==> config.mk <==
export PLATFORM = sky130hd
export DESIGN_NAME = muldiv_hilo_ctrl
export DESIGN_NICKNAME = d
export VERILOG_FILES = /design/src/rtl/muldiv_hilo_ctrl.sv
export SDC_FILE = /design/constraint.sdc
export NUM_CORES = 1
export LEC_CHECK = 0
export BUFFER_PORTS_ARGS = -buffer_cell sky130_fd_sc_hd__clkbuf_2
export CORE_AREA = 4 4 116 118
export DETAILED_ROUTE_END_ITERATION = 8
export DIE_AREA = 0 0 120 122
export MAX_ROUTING_LAYER = met4
export PLACE_DENSITY = 0.7
export SYNTH_ARGS = -nofsm -noshare
export SYNTH_HDL_FRONTEND = slang
export SYNTH_SLANG_ARGS = --single-unit
==> constraint.sdc <==
create_clock -name clk -period 5.7 [get_ports clk]
set_clock_uncertainty 0.2 [all_clocks]
set_input_delay 0.285 -clock clk [delete_from_list [all_inputs] [get_ports clk]]
set_output_delay 0.285 -clock clk [all_outputs]
set_load 0.05 [all_outputs]
==> src/rtl/muldiv_hilo_ctrl.sv <==
// Purpose : sequences the iterative Mult/Div units and owns the architectural HI/LO pair.
// Latency : MT*/MF* and DIV-by-zero take no extra cycles; MULT*/DIV* stall for 1 + unit latency, then one DONE cycle.
// Backpres: stall freezes the front end while a unit is busy; flush and timeout abort without a HI/LO write.
//
// Ports:
//   clk, reset_n                 clock and synchronous active-low reset
//   op_valid, funct, SrcA, SrcB  execute-stage R-type op and its operands
//   flush                        abort any in-flight op and return to IDLE
//   mul_validIn/mul_sign         start pulse and signedness for the Mult unit
//   mul_validOut/mul_hi/mul_lo   Mult unit result
//   div_validIn/div_sign         start pulse and signedness for the Div unit
//   div_validOut/div_hi/div_lo   Div unit result (hi=remainder, lo=quotient)
//   stall                        freeze fetch/decode/execute
//   mf_data                      HI for MFHI, LO for MFLO, else 0
//   Hi, Lo                       architectural HI/LO
//   timeout_err                  one-cycle pulse when a unit fails to answer in time
module muldiv_hilo_ctrl #(
    parameter int WIDTH   = 32,
    parameter int TIMEOUT = 64
) (
    input  logic             clk,
    input  logic             reset_n,
    input  logic             op_valid,
    input  logic [5:0]       funct,
    input  logic             flush,
    input  logic [WIDTH-1:0] SrcA,
    input  logic [WIDTH-1:0] SrcB,
    output logic             mul_validIn,
    output logic             mul_sign,
    input  logic             mul_validOut,
    input  logic [WIDTH-1:0] mul_hi,
    input  logic [WIDTH-1:0] mul_lo,
    output logic             div_validIn,
    output logic             div_sign,
    input  logic             div_validOut,
    input  logic [WIDTH-1:0] div_hi,
    input  logic [WIDTH-1:0] div_lo,
    output logic             stall,
    output logic [WIDTH-1:0] mf_data,
    output logic [WIDTH-1:0] Hi,
    output logic [WIDTH-1:0] Lo,
    output logic             timeout_err
);

    localparam logic [5:0] F_MFHI  = 6'b010000;
    localparam logic [5:0] F_MTHI  = 6'b010001;
    localparam logic [5:0] F_MFLO  = 6'b010010;
    localparam logic [5:0] F_MTLO  = 6'b010011;
    localparam logic [5:0] F_MULT  = 6'b011000;
    localparam logic [5:0] F_MULTU = 6'b011001;
    localparam logic [5:0] F_DIV   = 6'b011010;
    localparam logic [5:0] F_DIVU  = 6'b011011;

    localparam int               CNT_W    = $clog2(TIMEOUT);
    localparam logic [CNT_W-1:0] CNT_LAST = CNT_W'(TIMEOUT - 1);

    typedef enum logic [1:0] {
        S_IDLE  = 2'd0,
        S_MBUSY = 2'd1,
        S_DBUSY = 2'd2,
        S_DONE  = 2'd3
    } state_t;

    state_t           state_q,    state_d;
    logic [WIDTH-1:0] hi_q,       hi_d;
    logic [WIDTH-1:0] lo_q,       lo_d;
    logic [CNT_W-1:0] cnt_q,      cnt_d;
    logic             mul_sign_q, mul_sign_d;
    logic             div_sign_q, div_sign_d;

    logic is_mul;
    logic is_div;
    logic divisor_zero;
    logic mul_start;
    logic div_start;
    logic timeout_hit;

    // Decode is independent of state; starts are only honoured in IDLE.
    always_comb begin
        is_mul       = (funct == F_MULT) || (funct == F_MULTU);
        is_div       = (funct == F_DIV)  || (funct == F_DIVU);
        divisor_zero = (SrcB == '0);
        // A flushed op must not start a unit whose result we would then drop.
        mul_start    = (state_q == S_IDLE) && op_valid && !flush && is_mul;
        div_start    = (state_q == S_IDLE) && op_valid && !flush && is_div && !divisor_zero;
    end

    // Next-state and register updates.
    always_comb begin
        state_d     = state_q;
        hi_d        = hi_q;
        lo_d        = lo_q;
        cnt_d       = cnt_q;
        mul_sign_d  = mul_sign_q;
        div_sign_d  = div_sign_q;
        timeout_hit = 1'b0;

        case (state_q)
            S_IDLE: begin
                if (mul_start) begin
                    state_d    = S_MBUSY;
                    cnt_d      = '0;
                    mul_sign_d = (funct == F_MULT);
                end else if (div_start) begin
                    state_d    = S_DBUSY;
                    cnt_d      = '0;
                    div_sign_d = (funct == F_DIV);
                end else if (op_valid && !flush && (funct == F_MTHI)) begin
                    hi_d = SrcA;
                end else if (op_valid && !flush && (funct == F_MTLO)) begin
                    lo_d = SrcA;
                end
            end

            S_MBUSY: begin
                // flush beats a result arriving in the same cycle.
                if (flush) begin
                    state_d = S_IDLE;
                end else if (mul_validOut) begin
                    hi_d    = mul_hi;
                    lo_d    = mul_lo;
                    state_d = S_DONE;
                end else if (cnt_q == CNT_LAST) begin
                    state_d     = S_IDLE;
                    timeout_hit = 1'b1;
                end else begin
                    cnt_d = cnt_q + CNT_W'(1);
                end
            end

            S_DBUSY: begin
                if (flush) begin
                    state_d = S_IDLE;
                end else if (div_validOut) begin
                    hi_d    = div_hi;
                    lo_d    = div_lo;
                    state_d = S_DONE;
                end else if (cnt_q == CNT_LAST) begin
                    state_d     = S_IDLE;
                    timeout_hit = 1'b1;
                end else begin
                    cnt_d = cnt_q + CNT_W'(1);
                end
            end

            S_DONE: begin
                // The retiring op is still on op_valid here; never restart it.
                state_d = S_IDLE;
            end

            default: begin
                state_d = S_IDLE;
            end
        endcase
    end

    // Outputs.
    always_comb begin
        mul_validIn = mul_start;
        div_validIn = div_start;
        // Sign is driven straight from funct alongside the start pulse, then held.
        mul_sign    = mul_start ? (funct == F_MULT) : mul_sign_q;
        div_sign    = div_start ? (funct == F_DIV)  : div_sign_q;
        stall       = mul_start || div_start ||
                      (state_q == S_MBUSY) || (state_q == S_DBUSY);
        // Pulses in the last BUSY cycle so the pipeline sees it alongside the abort edge.
        timeout_err = timeout_hit;
        Hi          = hi_q;
        Lo          = lo_q;
        mf_data     = '0;
        if (op_valid && (funct == F_MFHI)) begin
            mf_data = hi_q;
        end else if (op_valid && (funct == F_MFLO)) begin
            mf_data = lo_q;
        end
    end

    always_ff @(posedge clk) begin
        if (!reset_n) begin
            state_q    <= S_IDLE;
            hi_q       <= '0;
            lo_q       <= '0;
            cnt_q      <= '0;
            mul_sign_q <= 1'b0;
            div_sign_q <= 1'b0;
        end else begin
            state_q    <= state_d;
            hi_q       <= hi_d;
            lo_q       <= lo_d;
            cnt_q      <= cnt_d;
            mul_sign_q <= mul_sign_d;
            div_sign_q <= div_sign_d;
        end
    end

endmodule

==> Word level (Yosys, flattened, before mapping) <==
Cells that the tools add are included.
{ "word_totals": {"register_bits": 74, "inputBits": 204, "elab_cells": 99, "output_inout_bits": 102} }
{ "op_classes": {"bitwise": 1, "n_addsub": 1, "n_eq_ne": 24, "n_reduce_logical": 24, "n_mux": 43} }
{ "op_table": {"columns": ["cell", "n"], "rows": [
  ["32-bit 2-to-1 mux", 17],
  ["32-bit one-hot mux with 3 select lines", 2],
  ["6-bit by 5-bit equality test with 1-bit output, second input constant", 8],
  ["6-bit 2-to-1 mux", 7],
  ["32-bit logical NOT", 1],
  ["2-bit != test, second input constant", 9],
  ["6-bit one-hot mux with 3 select lines", 1],
  ["2-bit 2-to-1 mux", 7],
  ["1-bit logical AND", 10],
  ["9-bit AND reduction", 1],
  ["2-bit one-hot mux with 4 select lines", 1],
  ["8-bit AND reduction", 1],
  ["1-bit 2-to-1 mux", 7],
  ["6-bit by 1-bit adder with 6-bit output, second input constant", 1],
  ["6-bit equality test, second input constant", 1],
  ["6-bit AND reduction", 1],
  ["1-bit logical OR", 5],
  ["2-bit equality test, second input constant", 2],
  ["2-bit by 1-bit != test with 1-bit output, second input constant", 2],
  ["3-bit != test, second input constant", 1],
  ["3-bit nonzero test", 1],
  ["2-bit by 1-bit equality test with 1-bit output, second input constant", 1],
  ["1-bit logical NOT", 2],
  ["2-bit logical NOT", 1],
  ["3 further kinds", 3]
]} }

==> Longest topological paths before layout <==
Gate-level depths: netlist (run 1).
{ "logic_depth": {"word_depth": 8, "depth_mapped": 9, "depth_no_buf": 8} }

==> Worst setup path after synthesis (run 1) <==
Ideal clock, no wire load.
{ "synth_timing": {"path_kind": "register to register", "start": "register state_q[0]", "end": "register mul_sign_q", "setup_ns": 0.119, "path_stages_with_launch": 7, "required_ns": 5.381, "n_path_buf": 0, "arrival_time_ns": 3.203, "path_slack_ns": 2.178, "period_less_slack_ns": 3.522, "cell_sequence": "dfxtp_1 -> inv_1 -> ha_1 -> nand3b_1 -> nor3_1 -> a21oi_1 -> and2_1"} }
{ "synth_via": {"elab_chain_cells": 5} }
{ "synth_lines": {"columns": ["element", "line_no", "source"], "rows": [
  ["start, declared", "64", "state_t state_q, state_d;"],
  ["start signal, assigned", "187", "state_q <= state_d;"],
  ["2-bit logical NOT", "84", "mul_start = (state_q == S_IDLE) && op_valid && !flush && is_mul;"],
  ["1-bit logical AND (3 in series)", "84", null],
  ["net mul_validIn", "28", "output logic mul_validIn,"],
  ["1-bit 2-to-1 mux", null, null],
  ["net mul_sign", "29", "output logic mul_sign,"],
  ["end signal, assigned", "191", "mul_sign_q <= mul_sign_d;"],
  ["end, declared", "68", "logic mul_sign_q, mul_sign_d;"]
]} }
The timed path passes the listed nets, and every way through them passes these cells.
A chain may end at the register's enable or synchronous reset.

==> Final worst setup path (run 1) <==
{ "layout_timing": {"start": "register state_q[0]", "end": "output timeout_err"} }
{ "layout_via": {"elab_chain_cells": 2, "elab_cells_between_ends": 3, "cone_classes": "eq/ne (2); mux (1)"} }
{ "layout_lines": {"columns": ["element", "line_no", "source"], "rows": [
  ["2-bit equality test / 2-bit by 1-bit equality test with 1-bit output (equally long branches)", "98", "case (state_q)"],
  ["1-bit one-hot mux with 2 select lines (*)", "98", null],
  ["end, declared", "42", "output logic timeout_err"]
]} }
Every way passes the cells marked *; elsewhere a longest branch is shown, timed or not.

==> results_dict.tcl, run 1 <==
set metrics [dict create \
    cells_after_synthesis 580 \
    global_route_usage_sum_pct 21.3 \
    dr.pass1.iters 6 \
    core_area_sq_um 12500 \
    antenna_found_initial 0 \
    grt_overflow 0 \
    fp-row-count 41 \
    cts_tree "yes" \
    drc_violation_count_after_routing 0 \
    vias_per_cell 5.25 \
    max_cap_viol_count 0 \
    cellLeakagePower_nw 2.81 \
    post_route_cells_drive_above_1_share_pct 40.1 \
    post_synth_main_area_contributors "sky130_fd_sc_hd__dfxtp_1 (32%), sky130_fd_sc_hd__a211o_1 (12%), sky130_fd_sc_hd__a22oi_1 (11%), sky130_fd_sc_hd__a21oi_1 (7.3%), sky130_fd_sc_hd__mux2i_1 (7.0%)" \
    asyncSetResetFlopFracSynth_pct 0 \
    final_area_sq_um 6410 \
    synth_flop_cell "sky130_fd_sc_hd__dfxtp_1" \
    grt_pass1_wl_microns 24800 \
    report.final.slew_viol_count 0 \
    antenna-diode-count 0 \
    die_w_microns 120 \
    synth_cell_type_count 44 \
    worst_slack_ps 2710 \
    die_h_microns 122 \
    cts-resized-gates 0 \
    placement.io_buffers 305 \
    layout.cells.most_common_list "sky130_fd_sc_hd__clkbuf_2 (305), sky130_fd_sc_hd__nand2_1 (77), sky130_fd_sc_hd__dfxtp_1 (74), sky130_fd_sc_hd__nor2_1 (70), sky130_fd_sc_hd__a21oi_1 (67)" \
    route.detailed.wl_per_inst_microns 15.7 \
    leading_cell_type_in_the_layout_fill_and_taps_excluded "sky130_fd_sc_hd__clkbuf_2" \
    timing.critical_path.to_type "output pin" \
    dp_hpwl_microns 11700 \
    slew_headroom_pct 29.3 \
    arrival_ps 2510 \
    ctsHoldBuffers 0 \
    gpl.final_weighted_congestion 0.780 \
    clockRootBuffer "sky130_fd_sc_hd__clkbuf_16" \
    worst_ep_required_time_ps 5220 \
    worstSkewPairLatency_ps 330 \
    syn-mean-instance-area_sq_um 7.91 \
    synth_edf_count 0 \
    wirelength_microns 16100 \
    cts-buffers-inserted 9 \
    detail_route.iter0.violations 298 \
    fmax_mhz 334 \
    worst-slew-pin-transition_ps 1060 \
    vias 5368 \
    synth.yosys.warnings 0 \
    nets 1056 \
    timing.critical_path.from_type "flop" \
    final-setup-viol-count 0 \
    cts.sinks 74 \
    run_status "finished clean" \
    highest_ir_drop_seen_on_vdd_v 0.000180 \
    post-cts-setup-buffers 0 \
    synth_largest_area_cell "sky130_fd_sc_hd__dfxtp_1" \
    synth_top_cell_area_share_pct 32.3 \
    clkTransAtPathRegs_ps 60 \
    cts_max_path_buffers 2 \
    pwr_density_cell_nw_per_um2 384 \
    post-place-ws_ps 2900 \
    post_synth_instance_area_sq_um 4590 \
    area_growth_syn_to_layout_pct 39.6 \
    antenna_left 0 \
    fin_worst_hold_slack_ps 127 \
    grt_setup_unrepaired "no" \
    final.setup.tns_ps 0 \
    cts_htree_levels 3 \
    min_path_type "in -> reg" \
    start_util_pct 36.8 \
    final_hold_viol_count 0 \
    i_o_pin_total 306 \
    period_share_pct 52.5 \
    place_area_sq_um 6140 \
    synth_seq_cells 74 \
    ys_seq_area_share_pct 32.3 \
    min_period_ps 2990 \
    grt_pass1_vias 4850 \
    dieArea_sq_um 14600 \
    critical_path_peak_fanout 104 \
    crit_type "reg -> out" \
    grt_max_degree 105 \
    p_total_w 0.00246 \
    postSynthNetCount 790 \
]
==> power breakdown <==
group / switching [W] / internal [W] / leakage, nW / total (W)
Combinational: 0.000871 / 0.000361 / 2.08 / 0.00123
Clock: 0.000228 / 0.000293 / 0.127 / 0.000521
Sequential: 0.0000855 / 0.000622 / 0.600 / 0.000707
Total: 0.00118 / 0.00128 / 2.81 / 0.00246
==> final timing paths <==
path                                 from                 endpoint  slack, ps  depth (start not counted)
setup / recovery  state_q[0]$_SDFFE_PN0P_              timeout_err       2710                          5
hold / removal                   funct[0]  mul_sign_q$_SDFFE_PN0N_        130                          3
hold reg to reg       Hi[15]$_SDFFE_PN0P_      Hi[15]$_SDFFE_PN0P_        270                          2
setup reg to reg  state_q[0]$_SDFFE_PN0P_    cnt_q[4]$_SDFFE_PN0P_       3020                          9
==> metal layers <==
metal	routed length, microns	track usage (%)	share of wire [%]	vias to the layer above
met2	8230	35.8	51	212
met5	0	-	0	-
li1	-	-	-	2682
met3	1050	3.95	6.5	8
met4	126	5.01	0.78	0
met1	6700	26.6	42	2466
==> flip-flops by register name, summed over array words and instances, names as in the netlist <==
| name | cells |
|---|---|
| Hi | 32 |
| Lo | 32 |
| cnt_q | 6 |
| div_sign_q | 1 |
| mul_sign_q | 1 |
| state_q | 2 |
==> critical path: stages, from the launching register on <==
cell and delay (ps):
sky130_fd_sc_hd__dfxtp_1 400, sky130_fd_sc_hd__inv_1 120, sky130_fd_sc_hd__ha_4 930, sky130_fd_sc_hd__nand2_1 110, sky130_fd_sc_hd__nor3_1 260, sky130_fd_sc_hd__clkbuf_2 340
==> cells in the mapped netlist (5+ instances only) <==
| library cell | instances |
|---|---|
| sky130_fd_sc_hd__a211o_1 | 64 |
| sky130_fd_sc_hd__a21oi_1 | 67 |
| sky130_fd_sc_hd__a22oi_1 | 65 |
| sky130_fd_sc_hd__buf_6 | 6 |
| sky130_fd_sc_hd__clkbuf_1 | 47 |
| sky130_fd_sc_hd__dfxtp_1 | 74 |
| sky130_fd_sc_hd__ha_1 | 6 |
| sky130_fd_sc_hd__inv_1 | 6 |
| sky130_fd_sc_hd__mux2i_1 | 32 |
| sky130_fd_sc_hd__nand2_1 | 77 |
| sky130_fd_sc_hd__nand3_1 | 5 |
| sky130_fd_sc_hd__nor2_1 | 70 |
| sky130_fd_sc_hd__nor4_1 | 8 |
| sky130_fd_sc_hd__o21ai_0 | 7 |
==> layout make-up <==
type                    instances  area (sq um)
repair buffers                310          1560
clock inverters                 7          46.3
multi-input cells             444          2850
clock buffers                   9           225
well taps                     172           215
fillers                      1288          6060
flip-flops and latches         74          1480
inverters                       7          26.3
==> metrics by stage <==
stage	util [%]	std cells
floorplan	-	580
global placement	49.2	1007
detailed placement	49.2	1007
CTS	51.4	1023
global route	51.4	1023
finish	51.4	1023
==> logic make-up (layout without fill, tap and decap cells) <==
| kind of cell | count (synthesis) | count (layout) | share of synthesized area [%] |
|---|---|---|---|
| AOI/OAI and AO/OA | 224 | 224 | 35.1 |
| DFF | 74 | 74 | 32.3 |
| buffers and inverters | 62 | 333 | 6.05 |
| adders and majority gates | 6 | 6 | 1.64 |
| muxes | 32 | 32 | 6.98 |
| and+or+nand+nor | 182 | 182 | 18.0 |
Note: power is estimated with default switching activity, not from simulation.
==> run 2: changes to the inputs <==
--- a/config.mk
+++ b/config.mk
@@ -6,11 +6,11 @@
 export NUM_CORES = 1
 export LEC_CHECK = 0
 export BUFFER_PORTS_ARGS = -buffer_cell sky130_fd_sc_hd__clkbuf_2
-export CORE_AREA = 4 4 116 118
+export CORE_AREA = 4 4 117 119
 export DETAILED_ROUTE_END_ITERATION = 8
-export DIE_AREA = 0 0 120 122
+export DIE_AREA = 0 0 121 123
 export MAX_ROUTING_LAYER = met4
-export PLACE_DENSITY = 0.7
+export PLACE_DENSITY = 0.72
 export SYNTH_ARGS = -nofsm -noshare
 export SYNTH_HDL_FRONTEND = slang
 export SYNTH_SLANG_ARGS = --single-unit
==> constraint.sdc (replaced) <==
create_clock -name clk -period 2.7 [get_ports clk]
set_clock_uncertainty 0.2 [all_clocks]
set_input_delay 0.135 -clock clk [delete_from_list [all_inputs] [get_ports clk]]
set_output_delay 0.135 -clock clk [all_outputs]
set_load 0.05 [all_outputs]
==> run 2 against run 1 <==
  * Clock power increased by 96%
  * Final area increased by 2.6%
  * Via count increased by 0.67%
  * Global-route usage about the same
  * Wire length increased by 0.94%
  * Largest power group unchanged
==> results_dict.tcl, run 2 (synthesis results as in run 1) <==
set metrics [dict create \
    clkTransAtPathRegs_ps 60 \
    seqPwrFrac_pct 28.7 \
    dp_hpwl_microns 12300 \
    report.final.slew_viol_count 0 \
    start_util_pct 36.5 \
    max_cap_viol_count 0 \
    fp-row-count 41 \
    critical_path_peak_fanout 5 \
    highest_ir_drop_seen_on_vdd_v 0.000331 \
    nets 1071 \
    antenna_left 0 \
    hp-start "SrcA[14]" \
    p_switching_w 0.00245 \
    area_growth_syn_to_layout_pct 43.1 \
    worst-slew-pin-transition_ps 658 \
    route.detailed.wl_per_inst_microns 15.7 \
    vias 5404 \
    cts.sinks 74 \
    path_buf_inv 2 \
    fmax_mhz 396 \
    layout.cells.most_common_list "sky130_fd_sc_hd__clkbuf_2 (305), sky130_fd_sc_hd__nand2_1 (77), sky130_fd_sc_hd__dfxtp_1 (74), sky130_fd_sc_hd__nor2_1 (70), sky130_fd_sc_hd__a21oi_1 (66)" \
    i_o_pin_total 306 \
    drc_violation_count_after_routing 0 \
    die_h_microns 123 \
    dr.pass1.iters 6 \
    global_route_usage_sum_pct 21.3 \
    cts_htree_levels 3 \
    grt_pass1_vias 5208 \
    final.setup.tns_ps 0 \
    dieArea_sq_um 14900 \
    placement.io_buffers 305 \
    pwr_density_cell_nw_per_um2 793 \
    timing.critical_path.max_delay_family "simple AND/OR/NAND/NOR gates" \
    power_frac_clock_pct 19.6 \
    slew_headroom_pct 56.1 \
    vias_per_cell 5.22 \
    clockRootBuffer "sky130_fd_sc_hd__clkbuf_16" \
    post_route_cells_drive_above_1_share_pct 40.4 \
    cts_tree "yes" \
    grt_setup_unrepaired "no" \
    grt_util_met2_pct 37.5 \
    path_cells "inv_1, ha_4, nand3b_1, nor2_1, nand2_1, nor2_1, or4_1, clkbuf_2" \
    cts-buffers-inserted 9 \
    grt_max_degree 63 \
    crit_type "reg -> out" \
    min_period_ps 2530 \
    n_fill_cell 1247 \
    period_share_pct 93.6 \
    crit_top_cell "sky130_fd_sc_hd__nor2_1" \
    combinationalPowerShare_pct 51.7 \
    cellLeakagePower_nw 2.89 \
    core_area_sq_um 12600 \
    leading_cell_type_in_the_layout_fill_and_taps_excluded "sky130_fd_sc_hd__clkbuf_2" \
    final_hold_viol_count 0 \
    crit_path_max_incr_delay_ps 470 \
    min_path_type "in -> reg" \
    timing.critical_path.from_type "flop" \
    r2r_setup_slack_ps 300 \
    fin_worst_hold_slack_ps 14.2 \
    antenna_found_initial 0 \
    r2r_start "state_q[0]$_SDFFE_PN0P_" \
    worst_ep_required_time_ps 2370 \
    run_status "finished clean" \
    grt_pass1_wl_microns 25400 \
    globalRoute.busiestLayer "met2" \
    timing.critical_path.slowest_stage_cell "sky130_fd_sc_hd__or4_1" \
    cts-resized-gates 0 \
    worstSkewPairLatency_ps 320 \
    die_w_microns 121 \
    global_route.usage.met3_pct 3.71 \
    cts_max_path_buffers 2 \
    detail_route.iter0.violations 265 \
    critical_path.startpoint "state_q[1]$_SDFFE_PN0P_" \
    fraction_of_power_spent_switching_nets_pct 47.0 \
    grt_use_met1_pct 25.7 \
    arrival_ps 2190 \
    grt_overflow 0 \
    final-setup-viol-count 0 \
    power.internal_w 0.00276 \
    timing.critical_path.to_type "output pin" \
    antenna-diode-count 0 \
    wirelength_microns 16300 \
    gpl.final_weighted_congestion 0.843 \
]
-- run 2: changes by cell type in the layout (fill, tap and decap cells not counted) --
cell	delta
sky130_fd_sc_hd__a21oi_1	-1
sky130_fd_sc_hd__buf_12	+4
sky130_fd_sc_hd__clkinv_4	-1
sky130_fd_sc_hd__nor3_1	-2
sky130_fd_sc_hd__a21oi_2	+1
sky130_fd_sc_hd__nor3_2	+2
sky130_fd_sc_hd__o31ai_2	+1
sky130_fd_sc_hd__dlygate4sd3_1	+5
sky130_fd_sc_hd__clkbuf_1	+3
sky130_fd_sc_hd__buf_4	+6
sky130_fd_sc_hd__o31ai_1	-1
sky130_fd_sc_hd__clkinv_2	-2
sky130_fd_sc_hd__clkinvlp_4	-3
-- run 2: power groups by stage --
stage / logic, W / clock network [W] / registers [W]
after floorplan: 0.00131 / 0 / 0.00220
after global placement: 0.00268 / 0 / 0.00151
after detailed placement: 0.00270 / 0 / 0.00152
after CTS: 0.00271 / 0.00105 / 0.00150
after global routing: 0.00292 / 0.00110 / 0.00153
final: 0.00269 / 0.00102 / 0.00150
-- run 2: through the flow --
step | utilization, % | power [W] | area, sq um | std cells | setup WS [ps]
2_1_floorplan | - | 0.00350 | 4610 | 580 | 18.7
3_3_place_gp | 50.0 | 0.00419 | 6280 | 1017 | 410
3_5_place_dp | 50.0 | 0.00422 | 6280 | 1017 | 330
4_1_cts | 52.3 | 0.00526 | 6570 | 1035 | 179
5_1_grt | 52.3 | 0.00554 | 6570 | 1035 | 4.07
6_report | 52.3 | 0.00521 | 6570 | 1035 | 174
-- run 2: area by class of cell --
| type | instances | area [sq um] | area share, % |
|---|---|---|---|
| flip-flops and latches | 74 | 1480 | 22.5 |
| repair buffers | 325 | 1740 | 26.5 |
| clock buffers | 12 | 236 | 3.60 |
| multi-input cells | 444 | 2870 | 43.6 |
| well taps | 172 | 215 | 3.27 |
| clock inverters | 1 | 5.00 | 0.0762 |
| inverters | 7 | 26.3 | 0.400 |
-- run 2: final timing paths --
path	end	cells after the start
max	stall	8
min	Hi[14]$_SDFFE_PN0P_	4
max reg2reg	mul_sign_q$_SDFFE_PN0N_	8
min reg2reg	Lo[22]$_SDFFE_PN0P_	2
-- run 2: repair_timing --
action,CTS,global route
endpoints found under the hold margin,5,0
buffers inserted,0,0
hold buffers,5,0
-- run 2: metal layers --
metal	wire (microns)	share of wire (%)
met3	1080	6.6
met2	8370	51
met1	6700	41
met4	119	0.73
met5	0	0
-- run 2: worst min-delay path: cells and delay by family --
kind,cells,cell delay [ps]
compound gates,2,170
buf+inv,1,80
simple gates,1,110
